File: config.mk
export PLATFORM = sky130hd
export DESIGN_NAME = uart_transmitter
export DESIGN_NICKNAME = d
export VERILOG_FILES = /design/src/rtl/uart_transmitter.sv
export SDC_FILE = /design/constraint.sdc
export NUM_CORES = 1
export LEC_CHECK = 0
export CAP_MARGIN = 10
export CORE_MARGIN = 4
export CORE_UTILIZATION = 43
export CTS_CLUSTER_DIAMETER = 40
export DETAILED_ROUTE_END_ITERATION = 8
export HOLD_SLACK_MARGIN = 0.03
export PLACE_DENSITY = 0.66
export SYNTH_ARGS = -nofsm -noshare
export SYNTH_HDL_FRONTEND = slang
export SYNTH_SLANG_ARGS = --single-unit
File: constraint.sdc
create_clock -name clock -period 3.4 [get_ports clock]
set_input_delay 0.51 -clock clock [delete_from_list [all_inputs] [get_ports clock]]
set_output_delay 0.51 -clock clock [all_outputs]
set_load 0.02 [all_outputs]
File: src/rtl/uart_transmitter.sv
// UART transmit path: start bit, 8 data bits LSB first, even parity, one stop bit.
// Bit timing is 16 oversample ticks per bit from a built-in baud divider, matching
// the receiver's baud_select table so both ends interoperate.
module uart_transmitter #(
    parameter int unsigned CLK_HZ = 50_000_000
) (
    input  logic       clock,
    input  logic       reset,
    input  logic [7:0] Tx_DATA,
    input  logic [2:0] baud_select,
    input  logic       Tx_EN,
    input  logic       Tx_WR,
    output logic       TxD,
    output logic       Tx_BUSY,
    output logic       Tx_DONE
);

    // Divider for one oversample tick, rounded to nearest with halves up.
    function automatic int unsigned div_for(input int unsigned baud);
        return (CLK_HZ + 8 * baud) / (16 * baud);
    endfunction

    localparam int unsigned DivW = $clog2(div_for(300) + 1);

    localparam logic [DivW-1:0] Div300    = DivW'(div_for(300));
    localparam logic [DivW-1:0] Div1200   = DivW'(div_for(1200));
    localparam logic [DivW-1:0] Div4800   = DivW'(div_for(4800));
    localparam logic [DivW-1:0] Div9600   = DivW'(div_for(9600));
    localparam logic [DivW-1:0] Div19200  = DivW'(div_for(19200));
    localparam logic [DivW-1:0] Div38400  = DivW'(div_for(38400));
    localparam logic [DivW-1:0] Div57600  = DivW'(div_for(57600));
    localparam logic [DivW-1:0] Div115200 = DivW'(div_for(115200));

    typedef enum logic [2:0] {StIdle, StStart, StData, StParity, StStop} state_e;

    state_e            state_q, state_d;
    logic [7:0]        data_q, data_d;
    logic [DivW-1:0]   div_q, div_d;
    logic [DivW-1:0]   div_cnt_q, div_cnt_d;
    logic [3:0]        tick_cnt_q, tick_cnt_d;
    logic [2:0]        idx_q, idx_d;
    logic              txd_d, busy_d, done_d;
    logic [DivW-1:0]   div_sel;
    logic              accept, tick, bit_end;

    // Divider value for the requested baud code.
    always_comb begin
        div_sel = Div115200;
        case (baud_select)
            3'd0: div_sel = Div300;
            3'd1: div_sel = Div1200;
            3'd2: div_sel = Div4800;
            3'd3: div_sel = Div9600;
            3'd4: div_sel = Div19200;
            3'd5: div_sel = Div38400;
            3'd6: div_sel = Div57600;
            default: div_sel = Div115200;
        endcase
    end

    assign accept  = Tx_WR && Tx_EN && !Tx_BUSY;
    assign tick    = (div_cnt_q == div_q - DivW'(1));
    assign bit_end = tick && (tick_cnt_q == 4'd15);

    // State and datapath registers; reset drops any frame in flight.
    always_ff @(posedge clock or posedge reset) begin
        if (reset) begin
            state_q    <= StIdle;
            data_q     <= '0;
            div_q      <= '0;
            div_cnt_q  <= '0;
            tick_cnt_q <= '0;
            idx_q      <= '0;
            TxD        <= 1'b1;
            Tx_BUSY    <= 1'b0;
            Tx_DONE    <= 1'b0;
        end else begin
            state_q    <= state_d;
            data_q     <= data_d;
            div_q      <= div_d;
            div_cnt_q  <= div_cnt_d;
            tick_cnt_q <= tick_cnt_d;
            idx_q      <= idx_d;
            TxD        <= txd_d;
            Tx_BUSY    <= busy_d;
            Tx_DONE    <= done_d;
        end
    end

    // Next state: counters clear on accept so bit edges are phase-locked to the write.
    always_comb begin
        state_d    = state_q;
        data_d     = data_q;
        div_d      = div_q;
        div_cnt_d  = div_cnt_q;
        tick_cnt_d = tick_cnt_q;
        idx_d      = idx_q;
        if (state_q == StIdle) begin
            if (accept) begin
                state_d    = StStart;
                data_d     = Tx_DATA;
                div_d      = div_sel;
                div_cnt_d  = '0;
                tick_cnt_d = '0;
                idx_d      = '0;
            end
        end else begin
            if (tick) begin
                div_cnt_d  = '0;
                tick_cnt_d = tick_cnt_q + 4'd1;
            end else begin
                div_cnt_d  = div_cnt_q + DivW'(1);
            end
            if (bit_end) begin
                unique case (state_q)
                    StStart:  state_d = StData;
                    StData: begin
                        if (idx_q != 3'd7) idx_d = idx_q + 3'd1;
                        else               state_d = StParity;
                    end
                    StParity: state_d = StStop;
                    StStop:   state_d = StIdle;
                    default:  state_d = StIdle;
                endcase
            end
        end
    end

    // Outputs are decoded from the next state so they land in registers.
    always_comb begin
        txd_d  = 1'b1;
        busy_d = (state_d != StIdle);
        done_d = (state_q == StStop) && (state_d == StIdle);
        case (state_d)
            StStart:  txd_d = 1'b0;
            StData:   txd_d = data_d[idx_d];
            StParity: txd_d = ^data_d;
            default:  txd_d = 1'b1;
        endcase
    end

endmodule
Word level (Yosys, flattened, before mapping)
Index checks and enable logic that the tools add are counted.
Cells by class
  reductions and logical operators: 13
  add/subtract/negate cells: 4
  $lt $le $gt $ge: 1
  eq/ne operators: 17
  mux-type cells: 22
Operators with widths (count)
  $pmux 14 s7: 1
  $mux 14: 3
  $mux 3: 9
  $eq 3x2->1 const B: 6
  $mux 8: 2
  $add 14x1->14 const B: 1
  $eq 14x14->1: 1
  $sub 14x1->14 const B: 1
  $eq 3x3->1 const B: 4
  $mux 4: 3
  $eq 3x1->1 const B: 3
  $logic_not 3->1: 3
  $pmux 3 s3: 1
  $reduce_xor 8->1: 1
  $add 4x1->4 const B: 1
  $eq 4x4->1 const B: 1
  $logic_and 1x1->1: 4
  $lt 3x4->1 const B: 1
  $reduce_and 2->1: 2
  $add 3x1->3 const B: 1
  $bmux 1 s3: 1
  $ne 3x3->1 const B: 1
  $pmux 1 s3: 1
  $reduce_bool 3->1: 1
  4 further kinds: 4
Storage, ports and cells
  logic and storage cells: 66
  register bits after elaboration: 49
  output and inout bits: 3

Longest topological paths before layout
Gate-level depths: netlist (run 1).
  word-level depth: 8
  gate-level depth with buffers: 13
  gate-level depth less buffers: 11

Worst setup path after synthesis (run 1)
Ideal clock, no wire load.
  path kind: reg2reg
  start: register div_q[0]
  end: register Tx_BUSY
  setup slack: 0.351 ns
  data arrival time: 2.918 ns
  stages on the path, launching flop included: 12
  path buffers: 1
  path through: dfrtp_1 > inv_1 > ha_1 > nor3b_1 > and3_1 > nand4b_1 > a311oi_1 > and3_1 > buf_2 > nand2_1 > o31a_1 > or3_1
On the way
  longest elaborated chain between the ends: 6
Ends and longest elaborated chain
  start, declared: line 38  | logic [DivW-1:0] div_q, div_d;
  start signal, assigned: line 80  | div_q <= div_d;
  $sub 14x1->14: line 62  | assign tick = (div_cnt_q == div_q - DivW'(1));
  $eq 14x14->1: line 62
  $logic_and 1x1->1: line 63  | assign bit_end = tick && (tick_cnt_q == 4'd15);
  $mux 3: line 114  | if (bit_end) begin
  $mux 3: line 98  | if (state_q == StIdle) begin
  named net state_d[1]: line 36  | state_e state_q, state_d;
  $reduce_bool 3->1: line 132  | busy_d = (state_d != StIdle);
  named net busy_d: line 42  | logic txd_d, busy_d, done_d;
  end signal, assigned: line 85  | Tx_BUSY <= busy_d;
  end, declared: line 14  | output logic Tx_BUSY,
The timed path passes the listed nets, and every way through them passes these cells.
A chain may end at the register's enable or synchronous reset.

Worst setup path in the final report (run 1)
  start: register div_q[6]
  end: register TxD
On the way
  longest elaborated chain between the ends: 8
Ends and longest elaborated chain
  $sub 14x1->14 (*): line 62
  $eq 14x14->1 (*): line 62
  $logic_and 1x1->1 (*): line 63
  $mux 3: line 114
  $mux 3: line 98
  $bmux 1 s3: line 136  | StData: txd_d = data_d[idx_d];
  $mux 1 (implied by the code): line 136
  $pmux 1 s3 (*): line 134  | case (state_d)
  named net txd_d: line 42
  end signal, assigned: line 84  | TxD <= txd_d;
  end, declared: line 13  | output logic TxD,
Mark *: on every way through the listed nets, which the timed path passes. The rest lies on a longest branch. The select of a mux whose other input is x is not followed.

==> out/metrics.yaml, run 1 <==
floorplanning:
  die_area_sq_um: 8420
  die_width_um: 91.7
  io-pin-count: 18
  chipHeight_um: 91.7
  rows: 30
  floorplan.initialDensity: 0.444
  coreArea_sq_um: 6790
detailed_routing:
  wl_mm: 6.48
  vias: 2518
  route.detailed.drc: 0
  wire_per_inst_um: 14.1
  ant_nets: 0
  drtIter0Drc: 140
  drtPass1Iterations: 4
  post_drt_via_cell_ratio: 5.47
cells_and_area:
  antenna_cells: 0
  final_common_cell: "nand2_1"
  fill_cells: 645
  final_cell_mix: "nand2_1 (47), dfrtp_1 (46), nand3_1 (20), nor2_1 (19), inv_1 (18)"
  drive_gt1_frac: 0.0687
  fin_nets: 382
  synthToLayoutAreaGrowth_pct: 11.5
  finalInstanceArea_sq_um: 3360
power_and_ir_drop:
  peakVddDrop_v: 0.000243
  cellPowerDensity_nw_per_um2: 693
  p_leak_nw: 1.43
  finalPower_mw: 2.33
cts:
  clock_sinks: 47
  root_buffer: "clkbuf_8"
  numCtsBuffers: 5
  insertion_delay_ns: 0.29
  htree_levels: 2
  cts_tree: "yes"
  hold_buffers: 0
  cts.clk_slew.worst_paths_ns: 0.08
  cts_buffer_depth: 2
worst_setup_path:
  arrival_ns: 3.38
  cpLargestDelayFamily: "simple AND/OR/NAND/NOR gates"
  cp_slowest_cell: "or4_1"
  critical_path.endpoint: "TxD"
  worstPathRequired_ns: 3.61
  cp_num_cells: 10
  cp-startpoint: "div_q[6]"
  path_class: "flip-flop to flip-flop"
  reg2reg_slack_ns: 0.23
  critPathLaunchType: "flip-flop"
  cp_max_fo: 9
  reg2reg_from: "div_q[6]"
  crit_top_cell: "nand4b_1"
  worst_setup_path_end_kind: "flip-flop"
  slowest_delay_ns: 0.68
  worstPathCellList: "or4_1, nor3_2, nand4b_1, a311oi_2, and4_2, buf_4, mux2_1, nand4b_1, nand3b_1, a31oi_1"
  path_buf_inv: 1
  r2r-end: "TxD"
  reg2regPathDepth: 10
global_routing:
  grt_pass1_wl_mm: 11.1
  grt_usage: 0.159
  antenna_found_initial: 0
  grt_pass1_vias: 2402
  grt_start_max_net_pins: 48
  overflow: 0
placement:
  io_buffers: 17
  place_area_sq_um: 3270
  gp_congestion: 0.866
  place_ws_ns: 0.112
  dpl.hpwl_mm: 4.72
yosys:
  synth-main-ff-cell: "dfrtp_1"
  synth_nets: 371
  synth-seq-cells: 47
  synth_edf_count: 0
  syn-cell-area_sq_um: 3020
  synth.distinct_cells: 62
  async_flop_share: 1.00
  syn_inst: 352
  syn_avg_cell_area_sq_um: 8.57
  ys_warn_count: 0
  yosysSeqAreaShare: 0.390
worst_hold_path:
  hold_class: "flip-flop to flip-flop"
timing:
  slew_headroom: 0.350
  max_freq_mhz: 315
  final.setup.worst_slack_ns: 0.229
  finalMaxSlewViolations: 0
  tightest_slew_ns: 0.974
  finalSetupViolCount: 0
  setup_tns_ns: 0
  period_share: 0.933
  finalHoldViolCount: 0
  fin_crit_ns: 3.17
  rsz0062_at_grt: "false"
  skew_ns: 0.00617
run_status:
  status: "finished clean"
run:
  cap_violations: 0
==> cell families after synthesis <==
family / Yosys count / share of synthesized area
AOI/OAI and AO/OA: 71 / 0.158
buffers and inverters: 40 / 0.0552
and+or+nand+nor: 152 / 0.261
xor gates and xnor gates: 23 / 0.0668
DFF: 47 / 0.390
muxes: 15 / 0.0523
adders and majority gates: 4 / 0.0166
==> worst min path at each step <==
stage	startpoint	endpoint	slack [ns]	depth (start not counted)
after floorplan	tick_cnt_q[3]	tick_cnt_q[3]	0.44	1
after global placement	tick_cnt_q[3]	tick_cnt_q[3]	0.47	1
after detailed placement	tick_cnt_q[3]	tick_cnt_q[3]	0.48	1
after CTS	tick_cnt_q[3]	tick_cnt_q[3]	0.49	1
after global routing	tick_cnt_q[3]	tick_cnt_q[3]	0.52	1
final	tick_cnt_q[3]	tick_cnt_q[3]	0.50	1
==> per-stage QoR <==
| step | util | hold WS, ns | std cells |
|---|---|---|---|
| 6_report | 0.495 | 0.497 | 460 |
| 5_1_grt | 0.495 | 0.518 | 460 |
| 4_1_cts | 0.494 | 0.492 | 460 |
| 3_5_place_dp | 0.482 | 0.478 | 452 |
| 3_3_place_gp | 0.482 | 0.471 | 452 |
| 2_1_floorplan | - | 0.444 | 352 |
==> cells in the mapped netlist (5+ instances only) <==
cell | instances | share of area
xor2_1 | 10 | 0.029
a21oi_1 | 6 | 0.010
inv_1 | 19 | 0.024
nand3_1 | 20 | 0.033
o21ai_1 | 15 | 0.025
clkbuf_1 | 12 | 0.015
buf_2 | 6 | 0.010
nand4_1 | 10 | 0.021
o31ai_1 | 6 | 0.015
xnor2_1 | 13 | 0.038
nor2_1 | 20 | 0.025
o21ai_0 | 15 | 0.025
and3_1 | 13 | 0.027
dfrtp_1 | 46 | 0.38
nand2_1 | 47 | 0.059
mux2i_1 | 12 | 0.040
nor3_1 | 5 | 0.0083
==> sequential cells by signal, indices dropped and copies added, names as in the netlist <==
register and flops:
TxD 1, div_q 12, state_q 3, data_q 8
Tx_BUSY 1, Tx_DONE 1, div_cnt_q 14, idx_q 3
tick_cnt_q 4
==> timing repair <==
item,CTS,global route
resized for setup,0,2
setup buffers,0,0
setup endpoints to repair,0,8
==> final cells by class <==
cell class                 count  area [sq um]  area share
multi-input combinational    265          1680       0.500
sequential                    47          1180       0.350
timing repair buffer          25           230      0.0685
tap                           96           120      0.0357
clock buffer                   7          76.3      0.0227
inverter                      19          71.3      0.0212
clock inverter                 1          5.00     0.00149
==> power by group <==
part           internal (mW)  switching (mW)  total (mW)
Clock                  0.145           0.180       0.324
Combinational          0.474           0.587        1.06
Sequential             0.728           0.218       0.946
Total                   1.35           0.985        2.33
==> worst register-to-register path, stage by stage, from the launching register on <==
cell and delay, ns:
dfrtp_1 0.46, or4_1 0.68, nor3_2 0.19, nand4b_1 0.14
a311oi_2 0.35, and4_2 0.40, buf_4 0.19, mux2_1 0.33
nand4b_1 0.09, nand3b_1 0.08, a31oi_1 0.19
==> layer usage <==
| metal | track usage | wire length [um] | up-vias |
|---|---|---|---|
| met5 | 0 | 0 | - |
| li1 | - | - | 1278 |
| met2 | 0.251 | 2930 | 43 |
| met3 | 0.0320 | 205 | 6 |
| met4 | 0.0458 | 65 | 0 |
| met1 | 0.222 | 3270 | 1191 |
(Power assumes the default switching activity.)
==> inputs of run 2 (changes only) <==
- ABC_AREA: unset -> 1
==> run 2 against run 1 <==
Compared with the run above: clock-buffer cell count shrank 2; total power shrank 60%; register-to-register slack gained 0.54 ns; core utilization decreased by 0.32 points; flip-flop and latch count did not move; die area is 5.3% higher; global-route usage increased by 2.1 points; critical path type unchanged; critical endpoint unchanged.
==> out/metrics.yaml, run 2 <==
yosys:
  syn_avg_cell_area_sq_um: 7.14
  synth_nets: 466
  yosysSeqAreaShare: 0.369
  synth_area_leaders: "dfrtp_1 (36%), nand2_1 (12%), nand3_1 (7.8%)"
  synth-seq-cells: 47
  syn_inst: 447
  synth_top_area_frac: 0.361
  ys_warn_count: 0
  yosys.area.top_type: "dfrtp_1"
  async_flop_share: 1.00
  synth.distinct_cells: 43
  syn-cell-area_sq_um: 3190
  synth_edf_count: 0
  synth.most_common_cell: "nand2_1"
  synth-main-ff-cell: "dfrtp_1"
  synth_commonest_cells: "nand2_1 (102), inv_1 (65), nand3_1 (50)"
timing:
  period_share: 0.772
  setup_tns_ns: 0
  finalHoldViolCount: 0
  fin_crit_ns: 2.63
  max_freq_mhz: 381
  finalMaxSlewViolations: 0
  skew_ns: 0.00943
  slew_headroom: 0.358
  tightest_slew_ns: 0.962
  rsz0062_at_grt: "false"
  finalSetupViolCount: 0
cells_and_area:
  multi_input_area_sq_um: 1710
  fill_cells: 728
  final_common_cell: "nand2_1"
  synthToLayoutAreaGrowth_pct: 11.1
  drive_gt1_frac: 0.112
  regArea_sq_um: 1180
  fin_nets: 484
  finalInstanceArea_sq_um: 3550
  reg_top3: "div_cnt_q x14, div_q x12, data_q x8"
  regMostFlops: "div_cnt_q"
  final_cell_mix: "nand2_1 (102), inv_1 (64), nand3_1 (50), dfrtp_1 (46), nor2_1 (38)"
  largest_register_ffs: 14
  antenna_cells: 0
floorplanning:
  die_width_um: 94.2
  rows: 31
  chipHeight_um: 94.2
  io-pin-count: 18
  coreArea_sq_um: 7210
  floorplan.initialDensity: 0.442
  die_area_sq_um: 8870
cts:
  hold_buffers: 0
  insertion_delay_ns: 0.31
  cts.clk_slew.worst_paths_ns: 0.09
  clock_sinks: 47
  cts_buffer_depth: 2
  cts-resized-gates: 0
  htree_levels: 2
  cts_setup_buffers: 0
  cts_tree: "yes"
  root_buffer: "clkbuf_8"
  numCtsBuffers: 5
worst_hold_path:
  hold_class: "flip-flop to flip-flop"
  hold_end: "tick_cnt_q[1]"
  hp-start: "tick_cnt_q[1]"
  whs_path_depth: 2
global_routing:
  gr-usage-met2: 0.288
  grt_usage: 0.181
  grt_pass1_wl_mm: 12.8
  use_met3: 0.0272
  overflow: 0
  grt_use_met1: 0.249
  grt_pass1_vias: 2824
  busiest_layer: "met2"
  antenna_found_initial: 0
  grt_start_max_net_pins: 48
power_and_ir_drop:
  peakVddDrop_v: 0.000199
  cellPowerDensity_nw_per_um2: 264
  p_leak_nw: 1.79
worst_setup_path:
  arrival_ns: 2.86
  reg2reg_slack_ns: 0.77
  reg2reg_from: "div_q[0]"
  worst_setup_path_end_kind: "flip-flop"
  path_class: "flip-flop to flip-flop"
  cp_max_fo: 6
  worstPathRequired_ns: 3.63
  r2r-end: "TxD"
  reg2regPathDepth: 18
  critPathLaunchType: "flip-flop"
placement:
  dpl.hpwl_mm: 5.53
  gp_congestion: 0.838
  place_area_sq_um: 3460
  io_buffers: 17
detailed_routing:
  ant_nets: 0
  drtPass1Iterations: 4
  route.detailed.drc: 0
  vias: 2882
  post_drt_via_cell_ratio: 5.10
  wl_mm: 7.12
  drtIter0Drc: 151
  wire_per_inst_um: 12.6
run:
  cap_violations: 0
run_status:
  status: "finished clean"
[run 2: per-layer routing]
layer  part of all wire  up-vias
met3              0.039       10
met5                  0        -
met1               0.49     1343
li1                   -     1473
met2               0.46       56
met4              0.016        0
[run 2: area by class of cell]
class | instances | share of cell area
Multi-Input combinational cell | 321 | 0.483
Sequential cell | 47 | 0.332
Inverter | 73 | 0.0772
Timing Repair Buffer | 17 | 0.0480
Tap cell | 99 | 0.0349
Clock buffer | 5 | 0.0194
Clock inverter | 3 | 0.00529
[run 2: through the flow]
step | instances | power [mW] | hold slack [ns] | setup WS [ns] | utilization
floorplan | 447 | 0.583 | 0.467 | 1.19 | -
CTS | 565 | 0.954 | 0.529 | 0.774 | 0.492
finish | 565 | 0.938 | 0.526 | 0.774 | 0.492
global route | 565 | 0.985 | 0.556 | 0.486 | 0.492
global placement | 557 | 0.605 | 0.496 | 0.553 | 0.480
detailed placement | 557 | 0.605 | 0.503 | 0.472 | 0.480
[run 2: how the worst max path moves through the flow]
stage,slack (ns),cells past startpoint,from,end
finish,0.77,18,div_q[0],TxD
floorplan,1.19,18,div_q[0],TxD
CTS,0.77,18,div_q[0],TxD
detailed placement,0.47,12,Tx_WR,TxD
global placement,0.55,12,Tx_WR,TxD
global route,0.49,19,div_q[0],TxD
[run 2: critical path: stages (launching register included)]
cell     delay (ns)
dfrtp_1        0.38
inv_1          0.18
ha_1           0.28
nand2_1        0.07
nand2_1        0.05
nor2_1         0.20
nand2_1        0.08
nor2_1         0.11
nand3_1        0.09
nor2_1         0.12
nand2_2        0.10
nor2_8         0.15
nand4_2        0.17
nand2_2        0.18
nand2_1        0.07
nand3_1        0.10
nand3_1        0.08
nand3_1        0.07
nand3_1        0.06
[run 2: logic make-up after synthesis]
family / Yosys count / synth area share
XOR/XNOR: 21 / 0.0576
flip-flops: 47 / 0.369
AO/OA/AOI/OAI: 57 / 0.104
AND/OR/NAND/NOR: 238 / 0.356
adder cells (fa/ha/maj): 4 / 0.0157
buffers and inverters: 79 / 0.0941
multiplexers: 1 / 0.00314
[run 2: power breakdown]
group | switching [mW] | internal [mW] | total (mW)
Clock | 0.199 | 0.145 | 0.345
Sequential | 0 | 0.559 | 0.559
Combinational | 0.0188 | 0.0158 | 0.0346
==> inputs of run 3 (changes only) <==
- clock period: 3.4 -> 2.42 ns (I/O delays scaled with it)
==> run 3 against run 2 <==
Compared with the run above: sequential power rose by 40%; combinational power rose by 51%; clock power rose by 50%; non-clock buffer count rose by 19; highest routed layer unchanged.
==> out/metrics.yaml, run 3 (synthesis results as in run 2) <==
power_and_ir_drop:
  pwr-share-seq: 0.579
  p_leak_nw: 1.89
  peakVddDrop_v: 0.000256
  power.share.clock: 0.382
  power.switching_mw: 0.331
  finalPower_mw: 1.35
  internal_power_mw: 1.02
  p_sw_frac: 0.245
  cellPowerDensity_nw_per_um2: 358
  comb_power_share: 0.039
cts:
  insertion_delay_ns: 0.32
  cts.clk_slew.worst_paths_ns: 0.11
  htree_levels: 2
  root_buffer: "clkbuf_8"
  numCtsBuffers: 5
  cts_tree: "yes"
  hold_buffers: 0
  clock_sinks: 47
  cts_buffer_depth: 2
worst_setup_path:
  arrival_ns: 2.60
  cp_max_fo: 6
  cp-startpoint: "div_q[2]"
  reg2reg_slack_ns: 0.08
  critPathLaunchType: "flip-flop"
  worst_setup_path_end_kind: "flip-flop"
  reg2reg_from: "div_q[2]"
  worstPathRequired_ns: 2.68
  path_class: "flip-flop to flip-flop"
timing:
  finalMaxSlewViolations: 0
  period_share: 0.966
  tightest_slew_ns: 0.480
  hold_ws_ns: 0.387
  slew_headroom: 0.679
  skew_ns: 0.0107
  fin_crit_ns: 2.34
  rsz0062_at_grt: "true"
  finalSetupViolCount: 0
  max_freq_mhz: 428
  finalHoldViolCount: 0
worst_hold_path:
  hold_class: "input pin to asynchronous set/reset pin"
placement:
  gp_congestion: 0.959
  place_area_sq_um: 3620
  dpl.hpwl_mm: 5.64
  dp.cells: 575
  io_buffers: 17
cells_and_area:
  regArea_sq_um: 1180
  synthToLayoutAreaGrowth_pct: 18.7
  regMostFlops: "div_cnt_q"
  final_common_cell: "nand2_1"
  final_cell_mix: "nand2_1 (98), inv_1 (63), nand3_1 (47), dfrtp_1 (43), nor2_1 (36)"
  reg_top3: "div_cnt_q x14, div_q x12, data_q x8"
  antenna_cells: 0
  drive_gt1_frac: 0.179
  multi_input_area_sq_um: 1780
  stdcell_count: 584
  fill_cells: 738
  largest_register_ffs: 14
  finalInstanceArea_sq_um: 3790
  fin_nets: 503
detailed_routing:
  drtPass1Iterations: 4
  wl_mm: 7.34
  post_drt_via_cell_ratio: 5.09
  wire_per_inst_um: 12.6
  vias: 2971
  ant_nets: 0
  route.detailed.drc: 0
  drtIter0Drc: 156
floorplanning:
  rows: 31
  chipHeight_um: 94.2
  io-pin-count: 18
  die_area_sq_um: 8870
  die_width_um: 94.2
  coreArea_sq_um: 7210
  floorplan.initialDensity: 0.442
global_routing:
  busiest_layer: "met2"
  grt_pass1_vias: 2894
  overflow: 0
  grt_usage: 0.180
  use_met3: 0.0264
  grt_start_max_net_pins: 48
  grt_pass1_wl_mm: 12.7
  antenna_found_initial: 0
  gr-usage-met2: 0.304
  grt_use_met1: 0.234
run:
  cap_violations: 0
run_status:
  status: "finished clean"
[run 3: cell type report]
| type | count | area share |
|---|---|---|
| Inverter | 73 | 0.0723 |
| Sequential cell | 47 | 0.312 |
| Tap cell | 99 | 0.0327 |
| Timing Repair Buffer | 36 | 0.0891 |
| Clock buffer | 5 | 0.0182 |
| Multi-Input combinational cell | 321 | 0.469 |
| Clock inverter | 3 | 0.00693 |
[run 3: power groups by stage]
stage / clock network (mW) / logic (mW) / registers (mW)
after floorplan: 0 / 0.0182 / 0.800
after global placement: 0 / 0.0539 / 0.800
after detailed placement: 0 / 0.0545 / 0.800
after CTS: 0.544 / 0.0546 / 0.785
after global routing: 0.580 / 0.0591 / 0.785
final: 0.518 / 0.0524 / 0.785
[run 3: final timing paths]
check / endpoint / cells past startpoint
max: TxD / 17
min in group clock: tick_cnt_q[1] / 2
max in group asynchronous: TxD / 3
min: div_q[8] / 3
min reg2reg: tick_cnt_q[1] / 2
max reg2reg: TxD / 17
[run 3: through the flow]
step / util / worst slack (ns) / TNS, ns
floorplan: - / 0.211 / 0
global placement: 0.502 / 0.0607 / 0
detailed placement: 0.502 / 0.0448 / 0
CTS: 0.515 / 0.0206 / 0
global route: 0.525 / -0.111 / -0.149
finish: 0.525 / 0.0829 / 0
[run 3: metal layers]
metal	share of wire	wire length (um)	vias up
met2	0.47	3460	49
li1	-	-	1512
met5	0	0	-
met1	0.48	3490	1405
met4	0.012	85	0
met3	0.042	308	5
[run 3: worst max-delay path: stages (launching register included)]
cell and delay (ns):
dfrtp_2 0.47, nor2_1 0.21, nand2_4 0.13, o21ai_1 0.17, nand2_1 0.12, inv_1 0.07, o21ai_1 0.06, nor2_1 0.14
nand2_2 0.10, nor2_8 0.12, nand3_1 0.09, nand2_2 0.14, nand2_2 0.09, nand2_1 0.07, nand3_1 0.07, nand3_1 0.08
nand3_1 0.06, nand3_1 0.07
[run 3: repair_timing]
action / 4_1_cts / 5_1_grt
pin swaps: 0 / 5
setup buffers: 0 / 1
setup endpoints to repair: 1 / 16
resized for setup: 1 / 20
==> RTL change 1, RTL diff (settings of run 3) <==
Re-encode `state_e` (5 states) as Gray code, 3 bits wide.
--- a/src/rtl/uart_transmitter.sv
+++ b/src/rtl/uart_transmitter.sv
@@ -33,3 +33,3 @@
 
-    typedef enum logic [2:0] {StIdle, StStart, StData, StParity, StStop} state_e;
+    typedef enum logic [2:0] {StIdle = 3'b000, StStart = 3'b001, StData = 3'b011, StParity = 3'b010, StStop = 3'b110} state_e;
 
Function: same outputs for any inputs over 10 cycles, from zero or initial values and one cycle with reset high; not proved beyond that.
==> RTL change 1 against run 3 <==
The run now ends with negative setup slack left. Wire length increased by 2.3%. Die area shrank 4.9%. First-iteration DRC count decreased by 9.6%. Worst setup slack worse by 0.14 ns. Non-clock buffer count is 22 higher. Design area grew 3.4%. Sequential cell count is the same. Area after synthesis decreased by 5.4%.
Power is left out: it rests on default switching activity, and per cell area and clock period it moved more than threefold.
==> RTL change 1: results (changes against run 3) <==
[timing]
tightestPinTransition_ns = 0.618  ; was 0.480 ns
hold_viol_final = 0  ; unchanged
fin_skew_ns = 0.00908  ; was 0.0107 ns
finalSetupViolations = 3  ; was 0
setup_ws_ns = -0.0604  ; was 0.0829 ns

[setup_path]
cp_max_fo = 6  ; unchanged
crit_slowest_cell = dfrtp_1  ; was dfrtp_2
cpLargestDelayFamily = simple AND/OR/NAND/NOR gates  ; unchanged
cpPeakStageDelay_ns = 0.42  ; was 0.47 ns
worstPathArrival_ns = 2.73  ; was 2.60 ns

[clocking]
clk_latency_ns = 0.31
clk_pin_slew_worst_paths_ns = 0.09  ; was 0.11 ns
htree_num_levels = 2  ; unchanged
cts_hold_buf = 0  ; unchanged
clockBufferDepth = 2  ; unchanged
cts_buffers = 5  ; unchanged
cts_root_buffer = clkbuf_8  ; unchanged

[yosys]
synthTopCellsByArea = dfrtp_1 (38%), nand2_1 (14%), inv_1 (6.7%)  ; was dfrtp_1 (36%), nand2_1 (12%), nand3_1 (7.8%)
synth_fp_nets = 422  ; was 466
ys_top_cells_by_count = nand2_1 (109), inv_1 (54), dfrtp_1 (46)  ; was nand2_1 (102), inv_1 (65), nand3_1 (50)
synth-seq-area-share_pct = 39.0  ; was 36.9%
yosysUniqueCellTypes = 43  ; unchanged
synth_warnings = 0  ; unchanged
ys_dominant_reg_cell = dfrtp_1  ; unchanged
ys_async_sr_fraction_pct = 100  ; unchanged

[hold_path]
hold_path_class = in -> async  ; unchanged

[final_layout]
drive_gt1_share_pct = 25.6  ; was 17.9%
fill_cells = 585  ; was 738
num_antenna_cells = 0  ; unchanged
reg.largest.list = div_cnt_q: 14 flops, div_q: 12 flops, data_q: 8 flops  ; unchanged
nets = 482  ; was 503

[global_route]
antenna_found_initial = 0  ; unchanged
grt.total_usage_pct = 17.8  ; was 18.0%
grt_max_degree = 48  ; unchanged
grt_pass1_wl_um = 12100  ; was 12700 µm
grt_pass1_vias = 2718  ; was 2894

[route]
drt_iter0_markers = 141  ; was 156
routed_via_density = 5.03  ; was 5.09
wl_per_cell_um = 13.4  ; was 12.6 µm
dr.pass1.iters = 4  ; unchanged

[place]
dp.final_hpwl_um = 5580  ; was 5640 µm
dp_worst_setup_slack_ns = -0.0709  ; was 0.0448 ns
io_buffer_count = 17  ; unchanged
place.gp.congestion = 0.909  ; was 0.959

[outcome]
status = finished, violations left  ; was completed
violations = negative setup slack

RTL change 1: stage by stage:
| step | std cells | util (%) | instance area (µm²) | setup TNS (ns) |
|---|---|---|---|---|
| 2_1_floorplan | 403 | - | 3020 | 0 |
| 5_1_grt | 560 | 57.7 | 3920 | -1.35 |
| 3_3_place_gp | 543 | 52.0 | 3530 | -0.0449 |
| 3_5_place_dp | 543 | 52.0 | 3530 | -0.119 |
| 6_report | 560 | 57.7 | 3920 | -0.123 |
| 4_1_cts | 553 | 54.1 | 3670 | -0.0971 |
RTL change 1: cells by family (layout without fill, tap and decap cells):
logic type               after synthesis  in the layout  share of synthesized area (%)
AND/OR/NAND/NOR                      219            219                           33.6
buffers and inverters                 60            121                           7.50
AO/OA/AOI/OAI                         48             48                           10.4
flip-flops                            47             47                           39.0
XOR/XNOR                              24             24                           7.46
adder cells (fa/ha/maj)                4              4                           1.66
multiplexers                           1              1                          0.331
RTL change 1: path summary, 6_finish.rpt:
| path | start | end | slack, ns | cells after the start |
|---|---|---|---|---|
| setup / recovery | div_q[1] | TxD | -0.06 | 20 |
| hold / removal | reset | data_q[3] | 0.52 | 3 |
| setup reg to reg | div_q[1] | TxD | -0.06 | 20 |
| hold reg to reg | tick_cnt_q[0] | tick_cnt_q[0] | 0.52 | 1 |
| max in group asynchronous | reset | div_q[2] | 1.46 | 3 |
| min in group clock | tick_cnt_q[0] | tick_cnt_q[0] | 0.52 | 1 |
RTL change 1: layer usage:
layer	vias to the layer above	GRT usage, %	part of all wire, %
met4	0	5.07	0.98
met1	1328	22.8	45
li1	1429	-	-
met5	-	0	0
met3	8	2.54	3.1
met2	49	31.3	51
RTL change 1: layout make-up:
class,instances,area share (%)
clock inverter,3,1.21
inverter,55,5.33
clock buffer,5,1.76
sequential,47,30.2
timing repair buffer,58,12.8
tap,96,3.07
multi-input combinational,296,45.7
RTL change 1: what timing repair did:
action	in CTS	in global routing
pin swaps	2	11
buffers inserted	2	7
gates resized for setup	2	62
endpoints found under the setup margin	2	20
RTL change 1: tightest hold or removal path: stages:
cell	delay (ns)
clkdlybuf4s50_1	0.41
inv_2	0.05
buf_4	0.49
==> RTL change 2, RTL diff (config.mk and constraints of run 3) <==
Without the edit above. Change the parameter `CLK_HZ` from 50_000_000 to 37_500_000.
--- a/src/rtl/uart_transmitter.sv
+++ b/src/rtl/uart_transmitter.sv
@@ -4,3 +4,3 @@
 module uart_transmitter #(
-    parameter int unsigned CLK_HZ = 50_000_000
+    parameter int unsigned CLK_HZ = 37_500_000
 ) (
Check against the original RTL: no difference found for any inputs over 10 cycles, from zero or initial values and one cycle with reset high; that may be too few to reach the edited logic, so the function may still have changed.
==> RTL change 2 against run 3 <==
Wire length rose by 1.4%. Total power rose by 10%. Design area barely moved. Sequential cell count fell by 2. Sequential power fell by 4.3%. Worst setup slack improved by 0.012 ns. Area after synthesis fell by 2.5%. Count of clock-buffer cells in the layout did not move. Largest power group unchanged.
==> RTL change 2: results (changes against run 3) <==
[yosys]
yosys.area_share.adder_pct = 1.61  ; was 1.57%
synth.avg_cell_area_um2 = 7.56  ; was 7.14 µm²
yosys_register_bits = 45  ; was 47
synth_compound_area_share_pct = 8.84  ; was 10.4%
yosysUniqueCellTypes = 45  ; was 43
synth-seq-area-share_pct = 36.2  ; was 36.9%
ys_top_cells_by_count = nand2_1 (97), inv_1 (48), dfrtp_1 (44)  ; was nand2_1 (102), inv_1 (65), nand3_1 (50)
synth_xor_area_share_pct = 7.60  ; was 5.76%
synth_fp_nets = 431  ; was 466

[final_layout]
num-multi-input-gates = 300  ; was 321
layoutNonFillerInstCount = 553  ; was 584
drive_gt1_share_pct = 25.4  ; was 17.9%
regArea_um2 = 1130  ; was 1180 µm²
multi_input_area_share_pct = 47.5  ; was 46.9%
fill_cells = 654  ; was 738
n_all_buffers = 42  ; was 36
nets = 475  ; was 503
fin_util_pct = 54.9  ; was 52.5%
synthToLayoutAreaGrowth_pct = 21.8  ; was 18.7%
clkCellAreaFrac_pct = 3.53  ; was 2.51%
n_all_inverters = 62  ; was 73

[setup_path]
worstPathArrival_ns = 2.58  ; was 2.60 ns
critical_path.startpoint = div_q[4]  ; was div_q[2]

[route]
wl_met3_um = 229  ; was 308 µm
vias = 2786  ; was 2971
drt_iter0_markers = 221  ; was 156
drt-met1-wl_um = 3500  ; was 3490 µm
wl_met2_um = 3600  ; was 3460 µm

[place]
place.gp.congestion = 0.863  ; was 0.959
dp.cells = 538  ; was 575
dp.final_hpwl_um = 5630  ; was 5640 µm
post_dp_cell_area_um2 = 3520  ; was 3620 µm²

[clocking]
cts_setup_buffers = 1  ; was 0
cts.repair.resized = 5  ; was 1
clk_pin_slew_worst_paths_ns = 0.09  ; was 0.11 ns

[global_route]
use_met1_pct = 24.4  ; was 23.4%
grt.total_usage_pct = 18.2  ; was 18.0%
grt_pass1_wl_um = 12500  ; was 12700 µm
use_met2_pct = 30.1  ; was 30.4%

[timing]
fin_skew_ns = 0.0134  ; was 0.0107 ns

[pwr]
power.leakage_nw = 1.79  ; was 1.89 nW
ir_worst_vdd_mv = 0.229  ; was 0.256 mV

[outcome]
status = completed  ; unchanged

[RTL change 2: cell count changes after synthesis, sizes merged, moves of 4 or more]
cell	delta
nand3	-4
a21oi	+6
nor2	-8
inv	-11
o21ai	-13
[RTL change 2: logic make-up after synthesis]
family / after synthesis
flip-flops: 45
XOR/XNOR: 24
AND/OR/NAND/NOR: 225
adder cells (fa/ha/maj): 4
AO/OA/AOI/OAI: 45
buffers and inverters: 67
multiplexers: 2
[RTL change 2: where the power goes]
group / switching [mW] / total, mW / internal (mW)
clock: 0.286 / 0.696 / 0.411
sequential: 0 / 0.751 / 0.751
combinational: 0.0262 / 0.0494 / 0.0232
total: 0.312 / 1.50 / 1.18
[RTL change 2: per-stage QoR]
step	power [mW]	hold slack, ns	setup WS (ns)
3_3_place_gp	0.816	0.495	-0.0236
3_5_place_dp	0.817	0.494	-0.0831
4_1_cts	1.51	0.512	0.00476
6_report	1.50	0.510	0.0947
5_1_grt	1.55	0.550	-0.0999
2_1_floorplan	0.784	0.468	0.152
